==> src/rtl/wb_port_arbiter.sv <==
// Writeback arbiter: shares the register-file write port between the ALU path (req0)
// and the load/multicycle path (req1). Optional `WB_CONFLICT_CNT_EN adds a conflict counter.
module wb_port_arbiter #(
    parameter int DATA_W     = 32,
    parameter int ADDR_W     = 5,
    parameter int STARVE_MAX = 3
) (
    input  logic              clk,
    input  logic              rst_n,
    input  logic              req0_valid,
    output logic              req0_ready,
    input  logic [ADDR_W-1:0] req0_addr,
    input  logic [DATA_W-1:0] req0_data,
    input  logic              req1_valid,
    output logic              req1_ready,
    input  logic [ADDR_W-1:0] req1_addr,
    input  logic [DATA_W-1:0] req1_data,
    output logic              rf_we,
    output logic [ADDR_W-1:0] rf_waddr,
    output logic [DATA_W-1:0] rf_wdata,
    output logic              wb_sel,
`ifdef WB_CONFLICT_CNT_EN
    output logic [15:0]       conflict_cnt,
`endif
    output logic              conflict
);

    localparam logic [3:0] STARVE_LIM = 4'(STARVE_MAX);

    logic [3:0]        starve_q, starve_d;
    logic              we_q, we_d;
    logic [ADDR_W-1:0] waddr_q, waddr_d;
    logic [DATA_W-1:0] wdata_q, wdata_d;
    logic              sel_q, sel_d;
    logic              grant0, grant1;

    // req1 wins when alone, or when it has lost STARVE_MAX conflicts in a row.
    always_comb begin
        grant1 = req1_valid && (!req0_valid || (starve_q == STARVE_LIM));
        grant0 = req0_valid && !grant1;
    end

    assign req0_ready = grant0;
    assign req1_ready = grant1;
    assign conflict   = req0_valid && req1_valid;

    always_comb begin
        starve_d = starve_q;
        we_d     = 1'b0;
        waddr_d  = waddr_q;
        wdata_d  = wdata_q;
        sel_d    = sel_q;
        if (grant1) begin
            starve_d = 4'd0;
            waddr_d  = req1_addr;
            wdata_d  = req1_data;
            sel_d    = 1'b1;
            we_d     = (req1_addr != '0);
        end else if (grant0) begin
            if (conflict && (starve_q < STARVE_LIM))
                starve_d = starve_q + 4'd1;
            waddr_d = req0_addr;
            wdata_d = req0_data;
            sel_d   = 1'b0;
            we_d    = (req0_addr != '0);
        end
    end

    always_ff @(posedge clk or negedge rst_n) begin
        if (!rst_n) begin
            starve_q <= 4'd0;
            we_q     <= 1'b0;
            waddr_q  <= '0;
            wdata_q  <= '0;
            sel_q    <= 1'b0;
        end else begin
            starve_q <= starve_d;
            we_q     <= we_d;
            waddr_q  <= waddr_d;
            wdata_q  <= wdata_d;
            sel_q    <= sel_d;
        end
    end

    assign rf_we    = we_q;
    assign rf_waddr = waddr_q;
    assign rf_wdata = wdata_q;
    assign wb_sel   = sel_q;

`ifdef WB_CONFLICT_CNT_EN
    logic [15:0] ccnt_q, ccnt_d;

    always_comb begin
        ccnt_d = ccnt_q;
        if (conflict && (ccnt_q != 16'hFFFF))
            ccnt_d = ccnt_q + 16'd1;
    end

    always_ff @(posedge clk or negedge rst_n) begin
        if (!rst_n) ccnt_q <= 16'd0;
        else        ccnt_q <= ccnt_d;
    end

    assign conflict_cnt = ccnt_q;
`endif

endmodule

==> config.mk <==
export PLATFORM = sky130hd
export DESIGN_NAME = wb_port_arbiter
export DESIGN_NICKNAME = d
export VERILOG_FILES = /design/src/rtl/wb_port_arbiter.sv
export SDC_FILE = /design/constraint.sdc
export NUM_CORES = 1
export LEC_CHECK = 0
export CAP_MARGIN = 5
export CORE_ASPECT_RATIO = 0.7
export CORE_MARGIN = 2
export CORE_UTILIZATION = 44
export CTS_BUF_LIST = sky130_fd_sc_hd__clkbuf_4
export CTS_CLUSTER_DIAMETER = 120
export DETAILED_ROUTE_END_ITERATION = 10
export PLACE_DENSITY = 0.88
export SLEW_MARGIN = 10
export SYNTH_ARGS = -nofsm -noshare
export SYNTH_HDL_FRONTEND = slang
export SYNTH_SLANG_ARGS = --single-unit
==> constraint.sdc <==
create_clock -name clk -period 2.4 [get_ports clk]
set_input_delay 0.6 -clock clk [delete_from_list [all_inputs] [get_ports clk]]
set_output_delay 0.6 -clock clk [all_outputs]
set_load 0.01 [all_outputs]
== Yosys cells after proc, flatten, opt, wreduce, memory -nomap -nowiden ==
Cells that the tools add are included.

* Bits in read-only memories: 0
* Logic and storage cells: 31
* Latch bits: 0
* Memories: 0
* RAM bits: 0
* Output and inout port bits: 42
* Flip-flop bits (word level): 43
* Bits of input ports: 78

* Magnitude comparators: 1
* Multipliers: 0
* Shifts and indexed selects: 0
* Reduce and logical (&&, ||, !) cells: 12
* Mux-type cells: 11
* Bitwise operators: 0
* Divide/modulo/power cells: 0
* Equality and inequality tests: 1
* Add/subtract/negate cells: 1

{| class="wikitable"
|+ Operators by type and width
! kind !! count
|-
| 32-bit 2-to-1 mux || 2
|-
| 4-bit 2-to-1 mux || 3
|-
| 5-bit 2-to-1 mux || 2
|-
| 5-bit nonzero test || 2
|-
| 4-bit by 1-bit adder with 4-bit output (second input constant) || 1
|-
| 4-bit by 2-bit equality test with 1-bit output (second input constant) || 1
|-
| 1-bit logical AND || 4
|-
| 4-bit by 2-bit less-than comparator with 1-bit output (second input constant) || 1
|-
| 1-bit 2-to-1 mux || 4
|-
| 2-bit nonzero test || 2
|-
| 1-bit zero test || 2
|-
| 2-bit AND reduction || 1
|-
| 1-bit logical OR || 1
|}

== Longest topological paths before layout ==
Gate-level depths: netlist of run 1.

* Depth after elaboration: 7
* Depth in mapped cells: 6
* Depth with buffers taken out: 4

== Least setup slack after synthesis of run 1 ==
OpenSTA, ideal clock, no wires.

* Kind: input -> output
* Start: input port req1_valid
* End: output port req0_ready
* Buffers on the path: 3
* Cell stages on the path: 5
* Arrival time: 1.308 ns
* Required time: 1.800 ns
* Setup slack: 0.492 ns
* Path through: buf_4 -> nand4bb_4 -> and2_1 -> clkbuf_1 -> buf_2

* Longest elaborated chain between the ends: 3

{| class="wikitable"
|+ Ends and longest elaborated chain
! item !! line !! text
|-
| from (decl) || 14 || <nowiki>input logic req1_valid,</nowiki>
|-
| 1-bit logical AND || 39 || <nowiki>grant1 = req1_valid && (!req0_valid || (starve_q == STARVE_LIM));</nowiki>
|-
| 1-bit zero test || 40 || <nowiki>grant0 = req0_valid && !grant1;</nowiki>
|-
| 1-bit logical AND || 40 ||
|-
| to (decl) || 11 || <nowiki>output logic req0_ready,</nowiki>
|}

No other way between the ends.

== Worst setup path in the final report of run 1 ==
* Start: input port req0_valid
* End: output port conflict

* Longest elaborated chain between the ends: 1

{| class="wikitable"
|+ Ends and longest elaborated chain
! item !! line !! text
|-
| from (decl) || 10 || <nowiki>input logic req0_valid,</nowiki>
|-
| 1-bit logical AND || 45 || <nowiki>assign conflict = req0_valid && req1_valid;</nowiki>
|-
| to (decl) || 25 || <nowiki>output logic conflict</nowiki>
|}

No other way between the ends.

==> qor.yml, run 1 <==
status:
  status: "finished, final reports clean"
yosys:
  ys_seq_area_share_pct: 46.4
  synth_top_area_share_pct: 46.4
  syn_avg_cell_area_um2: 9.90
  yosysWarnings: 0
  yosys.area.top_type: "dfrtp_1"
  syn-instance-count: 234
  ys_ff_latch: 43
  syn_nets: 313
  syn_area_mm2: 0.00232
  synthDistinctLibCells: 24
  synthTopCellsByArea: "dfrtp_1, mux2_2, o22ai_1, a21oi_1, inv_1"
route:
  routed_via_density: 5.16
  wl_met2_mm: 3.06
  drtAntennaViolNets: 0
  vias: 2188
  wl_met1_mm: 2.89
  top_layer: "met4"
  firstDrtPassIters: 4
  wire_per_inst_um: 15.3
  met3_length_um: 431
  drc: 0
  finalWirelength_mm: 6.49
  drt_iter0_markers: 92
final_layout:
  final_cell_area_mm2: 0.00364
  synthToLayoutAreaGrowth_pct: 56.9
  nets: 430
  fillers: 419
  num_antenna_cells: 0
  fin_cells: 424
  postLayoutCoreUtil_pct: 70.6
  drive_gt1_share_pct: 16.8
timing:
  period_minus_slack_ps: 2240
  slew_violations: 0
  setup_viol: 0
  finalCritPeriodShare_pct: 93.2
  slew_headroom_pct: 69.6
  hold_viol: 0
  fin_hold_ws_ps: 175
  grt_setup_unrepaired: "false"
  fmax_mhz: 447
  worst_slack_ps: 164
  finClkSkew_ps: 9.19
  tightest_slew_ps: 455
  fin_setup_tns_ps: 0
global_routing:
  gr-usage-all-layers_pct: 23.1
  grt_max_degree: 40
  overflow: 0
  grt_pass1_wl_mm: 10.8
  grt_antenna_before_repair: 0
  grt_pass1_vias: 2320
placement:
  dp_hpwl_mm: 4.75
  placed_cells_incl_taps: 416
  io_buffers: 119
  dpl-instance-area_mm2: 0.00356
  pre_cts_ws_ps: -164
  place.gp.congestion: 0.818
die:
  die_area_mm2: 0.00587
  num_rows: 22
  die_w_um: 90.7
  die_h_um: 64.7
  start_util_pct: 45.0
  coreArea_mm2: 0.00515
  ioPinCount: 120
flow_run:
  max_cap_violations: 0
worst_setup_path:
  cp-start-kind: "input port"
  worstPathRequired_ps: 1800
  path_class: "in -> out"
  cp.arrival_ps: 1640
  end_kind: "output pin"
  crit_fanout: 6
clocking:
  clockBufferDepth: 2
  cts_sinks: 43
  postCtsHoldBufs: 0
  clock_latency_ps: 350
  cts_made_buffers: 5
  cts_root_buf: "clkbuf_4"
  cts_max_level: 2
  cts_tree: "yes"
  clkTransAtPathRegs_ps: 120
  post-cts-setup-buffer-count: 0
power_and_ir_drop:
  p_leak_nw: 1.55
  power_mw: 1.88
  peakVddDrop_mv: 0.340
  cellPowerDensity_mw_per_mm2: 517
min_path:
  hp-class: "in -> async"
## routing by layer
layer	up-vias	global-route usage (%)
met3	10	6.63
met4	0	7.31
met5	-	0
met2	77	39.2
met1	1048	28.9
li1	1053	-
## cells in the mapped netlist
cell type / count
buf_1: 3
dfrtp_1: 43
nor2_1: 3
nor4b_1: 1
a22o_1: 1
mux2_2: 37
nand2b_1: 1
o22ai_1: 37
a31o_2: 1
a32o_1: 1
nand4bb_4: 1
o211ai_1: 1
nand2_1: 3
nor3_1: 2
nand3_1: 1
o21ai_0: 2
inv_1: 38
buf_6: 1
and2_1: 4
ha_1: 1
clkbuf_1: 4
buf_2: 7
a21oi_1: 37
buf_4: 4
## area by class of cell
class	instances	area, um2	share of cell area [%]
Inverter	38	143	3.92
Clock inverter	3	38.8	1.07
Sequential cell	43	1080	29.6
Tap cell	72	90.1	2.48
Multi-Input combinational cell	134	998	27.5
Clock buffer	5	37.5	1.03
Timing Repair Buffer	129	1250	34.4
## critical path: stages
cell and delay, ps:
dlygate4sd2_1 320, and2_1 180, clkdlybuf4s50_1 530
## logic make-up after synthesis
group / Yosys count / share of synthesized area (%)
compound gates: 80 / 19.9
buf+inv: 57 / 10.6
flops: 43 / 46.4
mux: 37 / 18.0
simple gates: 16 / 4.54
fa+ha+maj: 1 / 0.540
## cell usage in the layout (no fill, tap or decap), types with 2 or more instances in the layout
master           synthesis  final
dlygate4sd2_1            0      3
and2_1                   4      4
a21oi_1                 37     37
inv_1                   38     38
dfrtp_1                 43     43
nor2_1                   3      3
o22ai_1                 37     37
o21ai_0                  2      2
buf_4                    4     10
buf_2                    7      2
nand2_1                  3      3
clkdlybuf4s50_1          0    114
clkbuf_4                 0      5
nor3_1                   2      2
mux2_2                  37     37
## sequential cells by signal, summed over array words and instances, names as in the netlist
register and flops:
rf_wdata 32, rf_waddr 5, starve_q 4, rf_we 1
wb_sel 1
## where the power goes
part           total, mW  internal, mW  switching, mW
clock network      0.452         0.215          0.237
registers          0.840         0.800         0.0402
logic              0.586         0.358          0.228
## timing repair
item,in CTS,in global routing
resized for setup,4,0
endpoints found under the hold margin,0,0
endpoints found under the setup margin,3,0
## worst paths after layout
| path | end | cells past startpoint | slack (ps) | startpoint |
|---|---|---|---|---|
| setup / recovery | conflict | 3 | 160 | req0_valid |
| hold / removal | rf_wdata[13]$_DFFE_PN0P_ | 1 | 180 | rst_n |
| setup reg to reg | rf_we$_DFF_PN0_ | 5 | 800 | starve_q[0]$_DFFE_PN0P_ |
| hold reg to reg | wb_sel$_DFFE_PN0P_ | 2 | 540 | wb_sel$_DFFE_PN0P_ |
| max in group asynchronous | starve_q[0]$_DFFE_PN0P_ | 2 | 1550 | rst_n |
| min in group clk | wb_sel$_DFFE_PN0P_ | 2 | 540 | wb_sel$_DFFE_PN0P_ |
(Power assumes the default switching activity.)
==> run 2: changes to the inputs <==
- PLACE_DENSITY: 0.88 -> 0.84
- SLEW_MARGIN: 10 -> 15
==> run 2 against run 1 <==
  * Setup slack got worse by 32 ps
  * Hold slack better by 10 ps
  * First-iteration DRC count is 7.6% lower
  * Critical path depth rose by 1
  * Wire length up 5.0%
  * Final cell count up 0.24%
  * Count of clock-buffer cells in the layout unchanged
  * Sequential cell count is the same
  * Register-to-register slack got worse by 50 ps
  * Sequential power about the same
  * Critical endpoint is now req1_ready
  * Highest routed layer unchanged
==> qor.yml, run 2 (synthesis gave the netlist of run 1 again) <==
route:
  drt_iter0_markers: 85  # was 92
  finalWirelength_mm: 6.82  # was 6.49 mm
  vias: 2256  # was 2188
  drtAntennaViolNets: 0  # unchanged
  routed_via_density: 5.31  # was 5.16
  firstDrtPassIters: 4  # unchanged
  wire_per_inst_um: 16.0  # was 15.3 um
  drc: 0  # unchanged
clocking:
  cts_made_buffers: 5  # unchanged
  cts_max_level: 2  # unchanged
  cts_root_buf: "clkbuf_4"  # unchanged
  clockBufferDepth: 2  # unchanged
  clkTransAtPathRegs_ps: 140  # was 120 ps
  cts_sinks: 43  # unchanged
  clock_latency_ps: 360  # was 350 ps
  postCtsHoldBufs: 0  # unchanged
  cts_tree: "yes"  # unchanged
global_routing:
  gr-usage-all-layers_pct: 24.8  # was 23.1%
  grt_pass1_wl_mm: 11.5  # was 10.8 mm
  grt_pass1_vias: 2306  # was 2320
  grt_max_degree: 40  # unchanged
  overflow: 0  # unchanged
  grt_antenna_before_repair: 0  # unchanged
final_layout:
  fillers: 415  # was 419
  largest_reg_flops: 32  # unchanged
  synthToLayoutAreaGrowth_pct: 56.1  # was 56.9%
  drive_gt1_share_pct: 16.4  # was 16.8%
  fin_cells: 425  # was 424
  num_antenna_cells: 0  # unchanged
  nets: 431  # was 430
  postLayoutCoreUtil_pct: 70.3  # was 70.6%
  final_cell_mix: "clkdlybuf4s50_1, dfrtp_1, inv_1"  # unchanged
  final_common_cell: "clkdlybuf4s50_1"  # unchanged
power_and_ir_drop:
  p_clk_share_pct: 19.5  # was 24.0%
  p_sw_mw: 0.510  # was 0.506 mW
  pwr-share-seq_pct: 47.3  # was 44.7%
  swShare_pct: 28.7  # was 26.9%
  pwr-share-comb_pct: 33.2  # was 31.2%
  power_mw: 1.78  # was 1.88 mW
  intPower_mw: 1.27  # was 1.37 mW
  cellPowerDensity_mw_per_mm2: 492  # was 517 mW/mm2
  peakVddDrop_mv: 0.300  # was 0.340 mV
  p_leak_nw: 1.55  # about the same
timing:
  slew_violations: 0  # unchanged
  setup_viol: 0  # unchanged
  grt_setup_unrepaired: "false"  # unchanged
  tightest_slew_ps: 511  # was 455 ps
  fmax_mhz: 441  # was 447 MHz
  finClkSkew_ps: 21.3  # was 9.19 ps
  finalCritPeriodShare_pct: 94.5  # was 93.2%
  fin_setup_tns_ps: 0  # unchanged
  slew_headroom_pct: 65.9  # was 69.6%
  hold_viol: 0  # unchanged
  period_minus_slack_ps: 2270  # was 2240 ps
die:
  ioPinCount: 120  # unchanged
  coreArea_mm2: 0.00515  # unchanged
  num_rows: 22  # unchanged
  start_util_pct: 45.0  # unchanged
  die_w_um: 90.7  # unchanged
  die_area_mm2: 0.00587  # unchanged
  die_h_um: 64.7  # unchanged
worst_setup_path:
  path_class: "in -> out"  # unchanged
  startpoint: "req0_valid"  # unchanged
  critPathTopFamily: "buffers and inverters"  # unchanged
  cp.arrival_ps: 1670  # was 1640 ps
  reg2reg_from: "starve_q[0]$_DFFE_PN0P_"  # unchanged
  crit_fanout: 5  # was 6
  cp_num_buf_inv: 2  # unchanged
  max_stage_delay_ps: 540  # was 530 ps
  worstPathRequired_ps: 1800  # about the same
  cp-start-kind: "input port"  # unchanged
  crit_chain: "clkdlybuf4s50_1, nand2b_1, nand2_1, dlygate4sd2_1"  # was dlygate4sd2_1, and2_1, clkdlybuf4s50_1
  end_kind: "output pin"  # unchanged
  crit_slowest_cell: "clkdlybuf4s50_1"  # unchanged
placement:
  placed_cells_incl_taps: 416  # unchanged
  place.gp.congestion: 0.785  # was 0.818
  io_buffers: 119  # unchanged
  dp_hpwl_mm: 4.92  # was 4.75 mm
flow_run:
  max_cap_violations: 0  # unchanged
status:
  status: "finished, final reports clean"  # unchanged
min_path:
  hp-class: "in -> async"  # unchanged
==> run 2: worst register-to-register path, cell delays in order (launching register included) <==
cell and delay (ps):
dfrtp_1 420, ha_1 250, nand4bb_4 140, and2_1 160
buf_4 390, a21oi_1 150
==> run 2: worst paths after layout <==
check	to	slack, ps	cells after the start
worst max-delay path	req1_ready	130	4
worst min register to register	starve_q[1]$_DFFE_PN0P_	520	1
worst min-delay path	rf_waddr[0]$_DFFE_PN0P_	190	1
min in group clk	starve_q[1]$_DFFE_PN0P_	520	1
worst max register to register	rf_waddr[2]$_DFFE_PN0P_	750	5
max in group asynchronous	rf_wdata[22]$_DFFE_PN0P_	1610	2
==> run 2: power groups by stage <==
stage                     registers, mW  logic [mW]  clock network, mW
after CTS                         0.840       0.596              0.361
final                             0.841       0.590              0.347
after detailed placement          0.855       0.591                  0
after global placement            0.851       0.578                  0
after global routing              0.849       0.643              0.397
after floorplan                   0.886       0.214                  0
==> run 2: stage by stage <==
stage | cell area [um2] | hold slack [ps] | setup slack (ps)
after floorplan | 2320 | 304 | 492
after global placement | 3560 | 482 | -66.7
after detailed placement | 3560 | 500 | -102
after CTS | 3620 | 186 | 124
after global routing | 3620 | 202 | 39.6
final | 3620 | 185 | 132
==> run 2: timing repair <==
item	4_1_cts	5_1_grt
buffers inserted	1	0
resized for setup	3	0
setup endpoints to repair	3	0
==> run 2: metal layers <==
| layer | up-vias | share of wire [%] | track usage [%] |
|---|---|---|---|
| met2 | 96 | 48 | 41.4 |
| met1 | 1088 | 44 | 31.9 |
| met5 | - | 0 | 0 |
| met4 | 0 | 1.7 | 7.50 |
| li1 | 1059 | - | - |
| met3 | 13 | 7.1 | 6.74 |
==> run 2: cell type report <==
cell class	count	area (um2)	area share, %
repair buffers	130	1260	34.8
multi-input cells	134	996	27.5
flip-flops and latches	43	1080	29.7
clock buffers	5	37.5	1.04
clock inverters	3	15.0	0.415
well taps	72	90.1	2.49
inverters	38	143	3.94
